File: src/rtl/muldiv_arbiter_if.sv
// Bus bundle between the hart-facing request/response ports, the shared
// mul/div unit and the arbiter that sits between them.
//   req_*        : per-hart request side (packed, hart h in slice h)
//   muldiv_*     : command/result side of the shared mul/div unit
//   resp_*       : per-hart response side
//   err_sticky   : latched protocol error flag
// Modport master is used by the arbiter, slave by whatever surrounds it.
interface muldiv_arbiter_if #(
  parameter int NUM_HARTS = 2,
  parameter int HART_ID_W = 1,
  parameter int XLEN      = 32
);
  logic [NUM_HARTS-1:0]      req_valid;
  logic [NUM_HARTS-1:0]      req_ready;
  logic [3*NUM_HARTS-1:0]    req_op;
  logic [XLEN*NUM_HARTS-1:0] req_a;
  logic [XLEN*NUM_HARTS-1:0] req_b;
  logic [5*NUM_HARTS-1:0]    req_rd;

  logic                      muldiv_start;
  logic [2:0]                muldiv_op;
  logic [XLEN-1:0]           muldiv_a;
  logic [XLEN-1:0]           muldiv_b;
  logic [HART_ID_W-1:0]      muldiv_hart_id;
  logic [4:0]                muldiv_rd;
  logic                      muldiv_busy;
  logic                      muldiv_done;
  logic [XLEN-1:0]           muldiv_result;
  logic [HART_ID_W-1:0]      muldiv_done_hart_id;

  logic [NUM_HARTS-1:0]      resp_valid;
  logic [XLEN-1:0]           resp_data;
  logic [4:0]                resp_rd;
  logic                      resp_err;
  logic                      err_sticky;

  modport master (
    input  req_valid, req_op, req_a, req_b, req_rd,
    input  muldiv_busy, muldiv_done, muldiv_result, muldiv_done_hart_id,
    output req_ready,
    output muldiv_start, muldiv_op, muldiv_a, muldiv_b, muldiv_hart_id, muldiv_rd,
    output resp_valid, resp_data, resp_rd, resp_err, err_sticky
  );

  modport slave (
    output req_valid, req_op, req_a, req_b, req_rd,
    output muldiv_busy, muldiv_done, muldiv_result, muldiv_done_hart_id,
    input  req_ready,
    input  muldiv_start, muldiv_op, muldiv_a, muldiv_b, muldiv_hart_id, muldiv_rd,
    input  resp_valid, resp_data, resp_rd, resp_err, err_sticky
  );
endinterface

File: src/rtl/muldiv_arbiter.sv
// Round-robin arbiter sharing one mul/div unit among NUM_HARTS harts.
// One operation is in flight at a time: IDLE grants a hart (req_ready is
// combinational in the grant cycle), START pulses muldiv_start, WAIT waits
// for muldiv_done or a TIMEOUT, RESP returns a one-cycle per-hart response.
// Ports:
//   clk  : rising-edge clock
//   rst  : asynchronous active-high reset
//   bus  : muldiv_arbiter_if.master (request, unit and response signals)
module muldiv_arbiter #(
  parameter int NUM_HARTS = 2,
  parameter int HART_ID_W = 1,
  parameter int XLEN      = 32,
  parameter int TIMEOUT   = 64
) (
  input logic              clk,
  input logic              rst,
  muldiv_arbiter_if.master bus
);

  localparam int CNT_W = (TIMEOUT > 2) ? $clog2(TIMEOUT) : 1;

  typedef enum logic [1:0] {IDLE, START, WAIT, RESP} state_t;

  state_t               state;
  logic [HART_ID_W-1:0] rr_ptr;
  logic [CNT_W-1:0]     wait_cnt;

  logic [2:0]      op_arr [NUM_HARTS];
  logic [XLEN-1:0] a_arr  [NUM_HARTS];
  logic [XLEN-1:0] b_arr  [NUM_HARTS];
  logic [4:0]      rd_arr [NUM_HARTS];

  logic                 grant_any;
  logic [HART_ID_W-1:0] grant_id;
  logic                 can_grant;

  // Hart index reached by stepping ofs places past ptr, wrapping at NUM_HARTS.
  function automatic logic [HART_ID_W-1:0] rr_cand(input logic [HART_ID_W-1:0] ptr,
                                                   input int ofs);
    int sum;
    sum = int'(ptr) + ofs;
    if (sum >= NUM_HARTS) sum = sum - NUM_HARTS;
    return HART_ID_W'(sum);
  endfunction

  function automatic logic [NUM_HARTS-1:0] hart_onehot(input logic [HART_ID_W-1:0] id);
    logic [NUM_HARTS-1:0] oh;
    oh     = '0;
    oh[id] = 1'b1;
    return oh;
  endfunction

  for (genvar g = 0; g < NUM_HARTS; g++) begin : g_unpack
    assign op_arr[g] = bus.req_op[3*g +: 3];
    assign a_arr[g]  = bus.req_a[XLEN*g +: XLEN];
    assign b_arr[g]  = bus.req_b[XLEN*g +: XLEN];
    assign rd_arr[g] = bus.req_rd[5*g +: 5];
  end

  // First valid requester at or after rr_ptr wins.
  always_comb begin
    logic [HART_ID_W-1:0] cand;
    grant_any = 1'b0;
    grant_id  = '0;
    cand      = '0;
    for (int i = 0; i < NUM_HARTS; i++) begin
      cand = rr_cand(rr_ptr, i);
      if (!grant_any && bus.req_valid[cand]) begin
        grant_any = 1'b1;
        grant_id  = cand;
      end
    end
  end

  // rst gates the grant so req_ready stays low throughout reset even
  // though the FSM already sits in IDLE.
  assign can_grant     = !rst && (state == IDLE) && !bus.muldiv_busy && grant_any;
  assign bus.req_ready = can_grant ? hart_onehot(grant_id) : '0;

  always_ff @(posedge clk or posedge rst) begin
    if (rst) begin
      state              <= IDLE;
      rr_ptr             <= '0;
      wait_cnt           <= '0;
      bus.muldiv_start   <= 1'b0;
      bus.muldiv_op      <= '0;
      bus.muldiv_a       <= '0;
      bus.muldiv_b       <= '0;
      bus.muldiv_hart_id <= '0;
      bus.muldiv_rd      <= '0;
      bus.resp_valid     <= '0;
      bus.resp_data      <= '0;
      bus.resp_rd        <= '0;
      bus.resp_err       <= 1'b0;
      bus.err_sticky     <= 1'b0;
    end else begin
      bus.muldiv_start <= 1'b0;
      bus.resp_valid   <= '0;

      // A done outside WAIT has no operation to belong to.
      if (bus.muldiv_done && state != WAIT) bus.err_sticky <= 1'b1;

      case (state)
        IDLE: begin
          if (can_grant) begin
            bus.muldiv_op      <= op_arr[grant_id];
            bus.muldiv_a       <= a_arr[grant_id];
            bus.muldiv_b       <= b_arr[grant_id];
            bus.muldiv_rd      <= rd_arr[grant_id];
            bus.muldiv_hart_id <= grant_id;
            bus.muldiv_start   <= 1'b1;
            state              <= START;
          end
        end
        START: begin
          wait_cnt <= '0;
          state    <= WAIT;
        end
        WAIT: begin
          if (bus.muldiv_done) begin
            // A mismatched tag is flagged but the response still goes to
            // the hart that owns the in-flight operation.
            if (bus.muldiv_done_hart_id != bus.muldiv_hart_id) bus.err_sticky <= 1'b1;
            bus.resp_data  <= bus.muldiv_result;
            bus.resp_rd    <= bus.muldiv_rd;
            bus.resp_valid <= hart_onehot(bus.muldiv_hart_id);
            state          <= RESP;
          end else if (wait_cnt == CNT_W'(TIMEOUT - 1)) begin
            bus.resp_data  <= '0;
            bus.resp_rd    <= bus.muldiv_rd;
            bus.resp_err   <= 1'b1;
            bus.err_sticky <= 1'b1;
            bus.resp_valid <= hart_onehot(bus.muldiv_hart_id);
            state          <= RESP;
          end else begin
            wait_cnt <= wait_cnt + 1'b1;
          end
        end
        RESP: begin
          bus.resp_err <= 1'b0;
          if (bus.muldiv_hart_id == HART_ID_W'(NUM_HARTS - 1)) rr_ptr <= '0;
          else                                                 rr_ptr <= bus.muldiv_hart_id + 1'b1;
          state <= IDLE;
        end
        default: state <= IDLE;
      endcase
    end
  end

endmodule

File: src/flat_wrapper.sv
// flat-port wrapper written by rule: the top's interface ports become plain ports
module muldiv_arbiter_flat 
#(
  parameter int NUM_HARTS = 2,
  parameter int HART_ID_W = 1,
  parameter int XLEN      = 32,
  parameter int TIMEOUT   = 64
)
  (clk, rst, bus_req_valid, bus_req_op, bus_req_a, bus_req_b, bus_req_rd, bus_muldiv_busy, bus_muldiv_done, bus_muldiv_result, bus_muldiv_done_hart_id, bus_req_ready, bus_muldiv_start, bus_muldiv_op, bus_muldiv_a, bus_muldiv_b, bus_muldiv_hart_id, bus_muldiv_rd, bus_resp_valid, bus_resp_data, bus_resp_rd, bus_resp_err, bus_err_sticky);
  muldiv_arbiter_if #(.NUM_HARTS(NUM_HARTS), .HART_ID_W(HART_ID_W), .XLEN(XLEN)) bus_i ();
  input logic clk;
  input logic rst;
  input wire logic [$bits(bus_i.req_valid)-1:0] bus_req_valid;
  input wire logic [$bits(bus_i.req_op)-1:0] bus_req_op;
  input wire logic [$bits(bus_i.req_a)-1:0] bus_req_a;
  input wire logic [$bits(bus_i.req_b)-1:0] bus_req_b;
  input wire logic [$bits(bus_i.req_rd)-1:0] bus_req_rd;
  input wire logic [$bits(bus_i.muldiv_busy)-1:0] bus_muldiv_busy;
  input wire logic [$bits(bus_i.muldiv_done)-1:0] bus_muldiv_done;
  input wire logic [$bits(bus_i.muldiv_result)-1:0] bus_muldiv_result;
  input wire logic [$bits(bus_i.muldiv_done_hart_id)-1:0] bus_muldiv_done_hart_id;
  output wire logic [$bits(bus_i.req_ready)-1:0] bus_req_ready;
  output wire logic [$bits(bus_i.muldiv_start)-1:0] bus_muldiv_start;
  output wire logic [$bits(bus_i.muldiv_op)-1:0] bus_muldiv_op;
  output wire logic [$bits(bus_i.muldiv_a)-1:0] bus_muldiv_a;
  output wire logic [$bits(bus_i.muldiv_b)-1:0] bus_muldiv_b;
  output wire logic [$bits(bus_i.muldiv_hart_id)-1:0] bus_muldiv_hart_id;
  output wire logic [$bits(bus_i.muldiv_rd)-1:0] bus_muldiv_rd;
  output wire logic [$bits(bus_i.resp_valid)-1:0] bus_resp_valid;
  output wire logic [$bits(bus_i.resp_data)-1:0] bus_resp_data;
  output wire logic [$bits(bus_i.resp_rd)-1:0] bus_resp_rd;
  output wire logic [$bits(bus_i.resp_err)-1:0] bus_resp_err;
  output wire logic [$bits(bus_i.err_sticky)-1:0] bus_err_sticky;
  assign bus_i.req_valid = bus_req_valid;
  assign bus_i.req_op = bus_req_op;
  assign bus_i.req_a = bus_req_a;
  assign bus_i.req_b = bus_req_b;
  assign bus_i.req_rd = bus_req_rd;
  assign bus_i.muldiv_busy = bus_muldiv_busy;
  assign bus_i.muldiv_done = bus_muldiv_done;
  assign bus_i.muldiv_result = bus_muldiv_result;
  assign bus_i.muldiv_done_hart_id = bus_muldiv_done_hart_id;
  assign bus_req_ready = bus_i.req_ready;
  assign bus_muldiv_start = bus_i.muldiv_start;
  assign bus_muldiv_op = bus_i.muldiv_op;
  assign bus_muldiv_a = bus_i.muldiv_a;
  assign bus_muldiv_b = bus_i.muldiv_b;
  assign bus_muldiv_hart_id = bus_i.muldiv_hart_id;
  assign bus_muldiv_rd = bus_i.muldiv_rd;
  assign bus_resp_valid = bus_i.resp_valid;
  assign bus_resp_data = bus_i.resp_data;
  assign bus_resp_rd = bus_i.resp_rd;
  assign bus_resp_err = bus_i.resp_err;
  assign bus_err_sticky = bus_i.err_sticky;
  muldiv_arbiter #(.NUM_HARTS(NUM_HARTS), .HART_ID_W(HART_ID_W), .XLEN(XLEN), .TIMEOUT(TIMEOUT)) u_core (.clk(clk), .rst(rst), .bus(bus_i));
endmodule
File: config.mk
export PLATFORM = sky130hd
export DESIGN_NAME = muldiv_arbiter_flat
export DESIGN_NICKNAME = d
export VERILOG_FILES = /design/src/rtl/muldiv_arbiter_if.sv /design/src/rtl/muldiv_arbiter.sv /design/src/flat_wrapper.sv
export SDC_FILE = /design/constraint.sdc
export NUM_CORES = 1
export LEC_CHECK = 0
export CORE_AREA = 2 2 118 120
export CTS_BUF_LIST = sky130_fd_sc_hd__clkbuf_4 sky130_fd_sc_hd__clkbuf_8
export DETAILED_ROUTE_END_ITERATION = 8
export DIE_AREA = 0 0 120 122
export PLACE_DENSITY = 0.8
export REMOVE_ABC_BUFFERS = 1
export SYNTH_ARGS = -nofsm -noshare
export SYNTH_HDL_FRONTEND = slang
export SYNTH_SLANG_ARGS = --single-unit
File: constraint.sdc
create_clock -name clk -period 7.6 [get_ports clk]
set_input_delay 1.52 -clock clk [delete_from_list [all_inputs] [get_ports clk]]
set_output_delay 1.52 -clock clk [all_outputs]
set_load 0.05 [all_outputs]
==> results.json, run 1 <==
{
  "clk_path_buf_depth": 2,
  "reg2regPathDepth": 5,
  "synth_top_family_by_area": "compound AO/OA/AOI/OAI gates",
  "synth_compound_area_share_pct": 19.6,
  "synth_edf_count": 0,
  "synth-seq-cells": 124,
  "syn_area_um2": 5180,
  "synth.area.top_cells": "dfrtp_1, a222oi_1, inv_1, nand2_1, o21ai_0",
  "fp-row-count": 43,
  "vdd_ir_drop_max_uv": 234,
  "critPathKind": "input port to primary output",
  "worst-path-max-fanout": 74,
  "floorplan.initialDensity_pct": 38.4,
  "crit_required_ns": 6.08,
  "cp_common_cell": "clkdlybuf4s50_1",
  "htreeDepth": 4,
  "hp-start": "u_core.bus.muldiv_b[6]",
  "cp.arrival_ns": 4.15,
  "n_antenna_cell": 0,
  "hold_class": "flop to flop",
  "p_sw_w": 0.00181,
  "dr.first_iter.drc_count": 564,
  "ys_types": 39,
  "synth_ff_type": "dfrtp_1",
  "critical_path.cell_chain": "clkdlybuf4s50_1 -> nor3b_2 -> and3_2 -> buf_4 -> clkdlybuf4s50_1",
  "grtUsageTotal_pct": 23.0,
  "fp.dieH_um": 122,
  "worst-path-stages": 5,
  "async_flop_share_pct": 100,
  "reg2reg_from": "u_core.wait_cnt[1]",
  "leakage_nw": 4.02,
  "dr.pass1.iters": 9,
  "switching_share_pct": 48.0,
  "seqPwrFrac_pct": 29.7,
  "wl_per_cell_um": 18.0,
  "dpl.hpwl_um": 12200,
  "p_per_area_nw_per_um2": 439,
  "grt_pass1_wl_um": 25900,
  "cts_tree": "done",
  "grt_pass1_vias": 5027,
  "finalMaxSlewViolations": 0,
  "yosys_warnings": 0,
  "die_area_um2": 14600,
  "rsz0062_at_grt": "false",
  "dieWidth_um": 120,
  "finalNetCount": 944,
  "ioPinCount": 300,
  "relSlewSlack_pct": 27.1,
  "fmax_ghz": 0.176,
  "finalHoldViolations": 0,
  "portBuffers": 299,
  "regToRegSetupSlack_ns": 5.20,
  "drc": 5,
  "fin_crit_sh_pct": 74.6,
  "tns_ns": 0,
  "dpl_cell_area_um2": 8240,
  "post_cts_resized": 0,
  "status": "finished with violations",
  "final-setup-viol-count": 0,
  "core-area_um2": 13500,
  "overflow": 0,
  "crit_family": "buffers and inverters",
  "root_buffer": "clkbuf_8",
  "cp-start-kind": "input port",
  "ant_nets": 0,
  "place.gp.congestion": 0.850,
  "synth_xor_area_share_pct": 0.169,
  "fin_skew_ns": 0.00621,
  "cts_setup_buffers": 0,
  "clk_pin_slew_ns": 0.06,
  "area_delta_synth_final_pct": 66.1,
  "violations": "DRC",
  "clk_latency_ns": 0.44,
  "yosys.area_share.simple_pct": 7.55,
  "period_minus_slack_ns": 5.67,
  "cap_viol_max_count": 0,
  "cp_slowest_stage_delay_ns": 0.94,
  "whs_endpoint": "u_core.bus.muldiv_b[6]",
  "yosysSeqAreaShare_pct": 59.9,
  "numCtsBuffers": 17,
  "worst-path-buf-inv": 3,
  "p_int_w": 0.00197,
  "combPwrFrac_pct": 56.1,
  "antenna_found_initial": 0,
  "tightest_slew_ns": 1.09,
  "cp_slowest_cell": "clkdlybuf4s50_1",
  "critPathCaptureType": "primary output",
  "cts_sinks": 124,
  "routed_via_density": 5.27,
  "synth_top_area_share_pct": 59.9,
  "r2r_end": "u_core.bus.resp_data[11]",
  "synthAdderAreaFrac_pct": 1.45,
  "syn_inst": 468,
  "syn_avg_cell_area_um2": 11.1,
  "drive_above_1_share_pct": 5.60,
  "grt_max_degree": 75,
  "muxShareOfSynthArea_pct": 1.71,
  "clock_power_share_pct": 14.2,
  "dr_total_vias": 4999,
  "synth_top_area_cell": "dfrtp_1",
  "postCtsHoldBufs": 0,
  "final_area_um2": 8610,
  "finalWirelength_um": 17000,
  "whs_path_depth": 2
}
-- worst register-to-register path: cells and delay by family (launching register included) --
kind,cells,cell delay (ns)
simple gates,3,1.27
fa+ha+maj,1,0.26
compound gates,1,0.29
flops,1,0.41
-- kinds of logic after synthesis --
| group | Yosys count |
|---|---|
| xor+xnor | 1 |
| mux | 8 |
| simple gates | 93 |
| flops | 124 |
| fa+ha+maj | 6 |
| compound gates | 123 |
| buf+inv | 113 |
-- placed cells by master (no fill, tap or decap), types with 2 or more instances in the layout --
cell	synthesis	final
clkbuf_8	0	19
o21ai_1	6	5
mux2_1	6	6
and2_1	2	2
a222oi_1	72	72
o21ai_0	28	28
buf_4	0	4
and3_2	0	2
inv_1	78	77
nand2_1	70	70
nor2_1	10	10
dfrtp_1	124	124
clkbuf_4	0	5
ha_1	6	6
a21oi_1	4	4
clkinv_2	0	6
clkdlybuf4s50_1	0	299
o31a_1	2	2
-- area by class of cell --
| cell class | instances | area [um2] |
|---|---|---|
| Inverter | 78 | 295 |
| Clock inverter | 8 | 67.6 |
| Clock buffer | 24 | 299 |
| Tap cell | 180 | 225 |
| Timing Repair Buffer | 303 | 3020 |
| Multi-Input combinational cell | 231 | 1600 |
| Fill cell | 1061 | 4890 |
| Sequential cell | 124 | 3100 |
-- how the worst max path moves through the flow --
stage / from / end / slack, ns
floorplan: rst / bus_req_ready[1] / 2.77
global placement: rst / bus_req_ready[1] / 1.98
detailed placement: rst / bus_req_ready[1] / 1.94
CTS: rst / bus_req_ready[1] / 1.95
global route: rst / bus_req_ready[1] / 1.81
finish: rst / bus_req_ready[1] / 1.93
-- registers in the layout (all words and copies together), names as in the netlist, 3 cells and up --
name	count
u_core.wait_cnt	6
u_core.bus.resp_rd	5
u_core.bus.muldiv_b	32
u_core.bus.muldiv_a	32
u_core.bus.resp_data	32
u_core.bus.muldiv_op	3
u_core.bus.muldiv_rd	5
-- power groups by stage --
stage | clock [W] | combinational [W] | sequential (W)
global placement | 0 | 0.00209 | 0.00111
CTS | 0.000551 | 0.00214 | 0.00112
global route | 0.000582 | 0.00223 | 0.00115
finish | 0.000536 | 0.00212 | 0.00112
detailed placement | 0 | 0.00213 | 0.00112
floorplan | 0 | 0.000392 | 0.00205
-- per-layer routing --
metal	GRT usage, %	part of all wire, %	up-vias
met3	6.60	7.8	35
met2	40.0	52	281
met1	26.7	38	2418
met5	0	0	-
li1	-	-	2265
met4	9.12	1.9	0
-- cells in the mapped netlist (4+ instances only) --
cell / n
a21oi_1: 4
inv_1: 78
clkbuf_1: 11
mux2_1: 6
buf_2: 17
ha_1: 6
buf_6: 7
a222oi_1: 72
nand2_1: 70
nor2_1: 10
dfrtp_1: 124
o21ai_1: 6
o21ai_0: 28
-- metrics by stage --
stage	util [%]	hold WS (ns)	cells	power, W	setup slack (ns)
2_1_floorplan	-	0.491	433	0.00244	2.77
3_3_place_gp	61.0	0.468	916	0.00321	1.98
3_5_place_dp	61.0	0.475	916	0.00326	1.94
4_1_cts	63.8	0.495	948	0.00381	1.95
5_1_grt	63.8	0.509	948	0.00396	1.81
6_report	63.8	0.489	948	0.00378	1.93
Note: power is estimated with default switching activity, not from simulation.
==> inputs of run 2 (changes only) <==
--- a/config.mk
+++ b/config.mk
@@ -5,10 +5,10 @@
 export SDC_FILE = /design/constraint.sdc
 export NUM_CORES = 1
 export LEC_CHECK = 0
-export CORE_AREA = 2 2 118 120
+export CORE_MARGIN = 2
+export CORE_UTILIZATION = 39
 export CTS_BUF_LIST = sky130_fd_sc_hd__clkbuf_4 sky130_fd_sc_hd__clkbuf_8
 export DETAILED_ROUTE_END_ITERATION = 8
-export DIE_AREA = 0 0 120 122
 export PLACE_DENSITY = 0.8
 export REMOVE_ABC_BUFFERS = 1
 export SYNTH_ARGS = -nofsm -noshare
==> constraint.sdc (replaced) <==
create_clock -name clk -period 5.25 [get_ports clk]
set_input_delay 1.05 -clock clk [delete_from_list [all_inputs] [get_ports clk]]
set_output_delay 1.05 -clock clk [all_outputs]
set_load 0.05 [all_outputs]
==> run 2 against run 1 <==
Against the previous run: the run still ends with DRC left; sequential share of layout area is 0.48 points lower; sequential cell count stayed put; routed wire length is 1.8% higher; critical path depth is 1 lower; count of clock-buffer cells in the layout is 1 higher; non-clock buffer count is 1 higher; critical endpoint unchanged; largest cell class unchanged; largest power group unchanged; highest routed layer unchanged.
==> results.json, run 2 (synthesis results as in run 1) <==
{
  "fp-row-count": 42,
  "reg2reg_from": "u_core.state[0]",
  "ant_nets": 0,
  "final-setup-viol-count": 0,
  "finalHoldViolations": 0,
  "grt_pass1_vias": 5163,
  "crit_required_ns": 4.20,
  "finalNetCount": 945,
  "p_sw_w": 0.00264,
  "area_delta_synth_final_pct": 68.3,
  "dr.pass1.iters": 9,
  "dr_total_vias": 5032,
  "antenna_found_initial": 0,
  "worst-path-buf-inv": 2,
  "nFillCells": 989,
  "tightest_slew_ns": 1.14,
  "cp_common_cell": "clkdlybuf4s50_1",
  "clk_pin_slew_ns": 0.07,
  "drc": 5,
  "postCtsHoldBufs": 0,
  "period_minus_slack_ns": 4.02,
  "dr_wl_met3_um": 1460,
  "core-area_um2": 13100,
  "htreeDepth": 4,
  "cap_viol_max_count": 0,
  "wl_per_cell_um": 18.4,
  "finalMaxSlewViolations": 0,
  "seq_area_um2": 3100,
  "dr.first_iter.drc_count": 614,
  "ioPinCount": 300,
  "critPathKind": "input port to primary output",
  "top_regs": "u_core.bus.muldiv_a (32), u_core.bus.muldiv_b (32), u_core.bus.resp_data (32)",
  "whs_endpoint": "u_core.bus.muldiv_b[3]",
  "grtUsageTotal_pct": 24.4,
  "hp-start": "u_core.bus.muldiv_b[3]",
  "post_cts_resized": 0,
  "clock_power_share_pct": 17.6,
  "cp.arrival_ns": 2.97,
  "p_int_w": 0.00307,
  "final_cells": 944,
  "dpl.hpwl_um": 12200,
  "clk_path_buf_depth": 2,
  "worst-path-max-fanout": 3,
  "cts_setup_buffers": 0,
  "cts_sinks": 124,
  "portBuffers": 299,
  "numCtsBuffers": 17,
  "overflow": 0,
  "root_buffer": "clkbuf_8",
  "relSlewSlack_pct": 24.2,
  "switching_share_pct": 46.3,
  "highest_layer": "met4",
  "met1Wirelength_um": 6400,
  "violations": "DRC",
  "status": "finished with violations",
  "cp_slowest_stage_delay_ns": 0.84,
  "regToRegSetupSlack_ns": 2.78,
  "grt_max_degree": 75,
  "crit_family": "buffers and inverters",
  "tns_ns": 0,
  "n_antenna_cell": 0,
  "finalWirelength_um": 17300,
  "fin_skew_ns": 0.0107,
  "fp.dieH_um": 119,
  "p_per_area_nw_per_um2": 655,
  "place.gp.congestion": 0.811,
  "met2_length_um": 9030,
  "r2r_end": "u_core.bus.err_sticky",
  "whs_path_depth": 2,
  "cp_slowest_cell": "clkdlybuf4s50_1",
  "dpl_worst_slack_ns": 1.22,
  "setup_slack_ns": 1.23,
  "rsz0062_at_grt": "false",
  "fmax_ghz": 0.249,
  "mostFrequentLayoutCells": "clkdlybuf4s50_1, dfrtp_1, inv_1",
  "floorplan.initialDensity_pct": 39.6,
  "final_common_cell": "clkdlybuf4s50_1",
  "dieWidth_um": 119,
  "clk_latency_ns": 0.44,
  "seqPwrFrac_pct": 28.3,
  "grt_pass1_wl_um": 26700,
  "dp_cells": 913,
  "fin_crit_sh_pct": 76.6,
  "critPathCaptureType": "primary output",
  "critical_path.cell_chain": "clkdlybuf4s50_1 -> nor3b_2 -> and3_2 -> clkdlybuf4s50_1",
  "leakage_nw": 4.07,
  "reg2regPathDepth": 5,
  "cp-start-kind": "input port",
  "combPwrFrac_pct": 54.1,
  "die_area_um2": 14200,
  "multiInputGateArea_um2": 1600,
  "drive_above_1_share_pct": 5.60,
  "hold_class": "flop to flop",
  "cts_tree": "done",
  "routed_via_density": 5.33,
  "vdd_ir_drop_max_uv": 382
}
## run 2: worst max-delay path by stage
stage | slack, ns | cells after the start | endpoint | from
6_report | 1.23 | 4 | bus_req_ready[1] | rst
5_1_grt | 1.17 | 4 | bus_req_ready[1] | rst
4_1_cts | 1.21 | 4 | bus_req_ready[1] | rst
3_5_place_dp | 1.22 | 4 | bus_req_ready[1] | rst
3_3_place_gp | 1.21 | 4 | bus_req_ready[1] | rst
2_1_floorplan | 0.90 | 1 | u_core.bus.err_sticky | rst
## run 2: power by group through the flow
stage,Sequential (W),Clock [W],Combinational [W]
finish,0.00162,0.00101,0.00309
global route,0.00167,0.00107,0.00324
CTS,0.00162,0.00103,0.00311
detailed placement,0.00163,0,0.00309
global placement,0.00161,0,0.00304
floorplan,0.00297,0,0.000567
## run 2: area by class of cell
cell class,count,share of cell area [%]
Clock inverter,6,1.78
Clock buffer,25,3.73
Timing Repair Buffer,304,34.7
Inverter,78,3.38
Multi-Input combinational cell,231,18.3
Sequential cell,124,35.6
Tap cell,176,2.52
## run 2: per-layer routing
layer / vias to the layer above / GRT usage (%)
met5: - / 0
met4: 0 / 10.4
met3: 37 / 8.09
met2: 267 / 42.6
met1: 2463 / 27.1
li1: 2265 / -
## run 2: worst reg2reg max path, cell delays in order, from the launching register on
cell,delay (ns)
dfrtp_1,0.41
inv_1,0.12
ha_1,0.37
nand2_1,0.73
or3_1,0.61
o31a_1,0.11
## run 2: metrics by stage
step | util, % | hold WS (ns) | power [W] | instance area, um2
finish | 66.7 | 0.490 | 0.00571 | 8730
global route | 66.7 | 0.510 | 0.00597 | 8730
CTS | 66.7 | 0.496 | 0.00575 | 8730
detailed placement | 63.0 | 0.476 | 0.00472 | 8250
global placement | 63.0 | 0.471 | 0.00464 | 8250
floorplan | - | 0.491 | 0.00354 | 4980
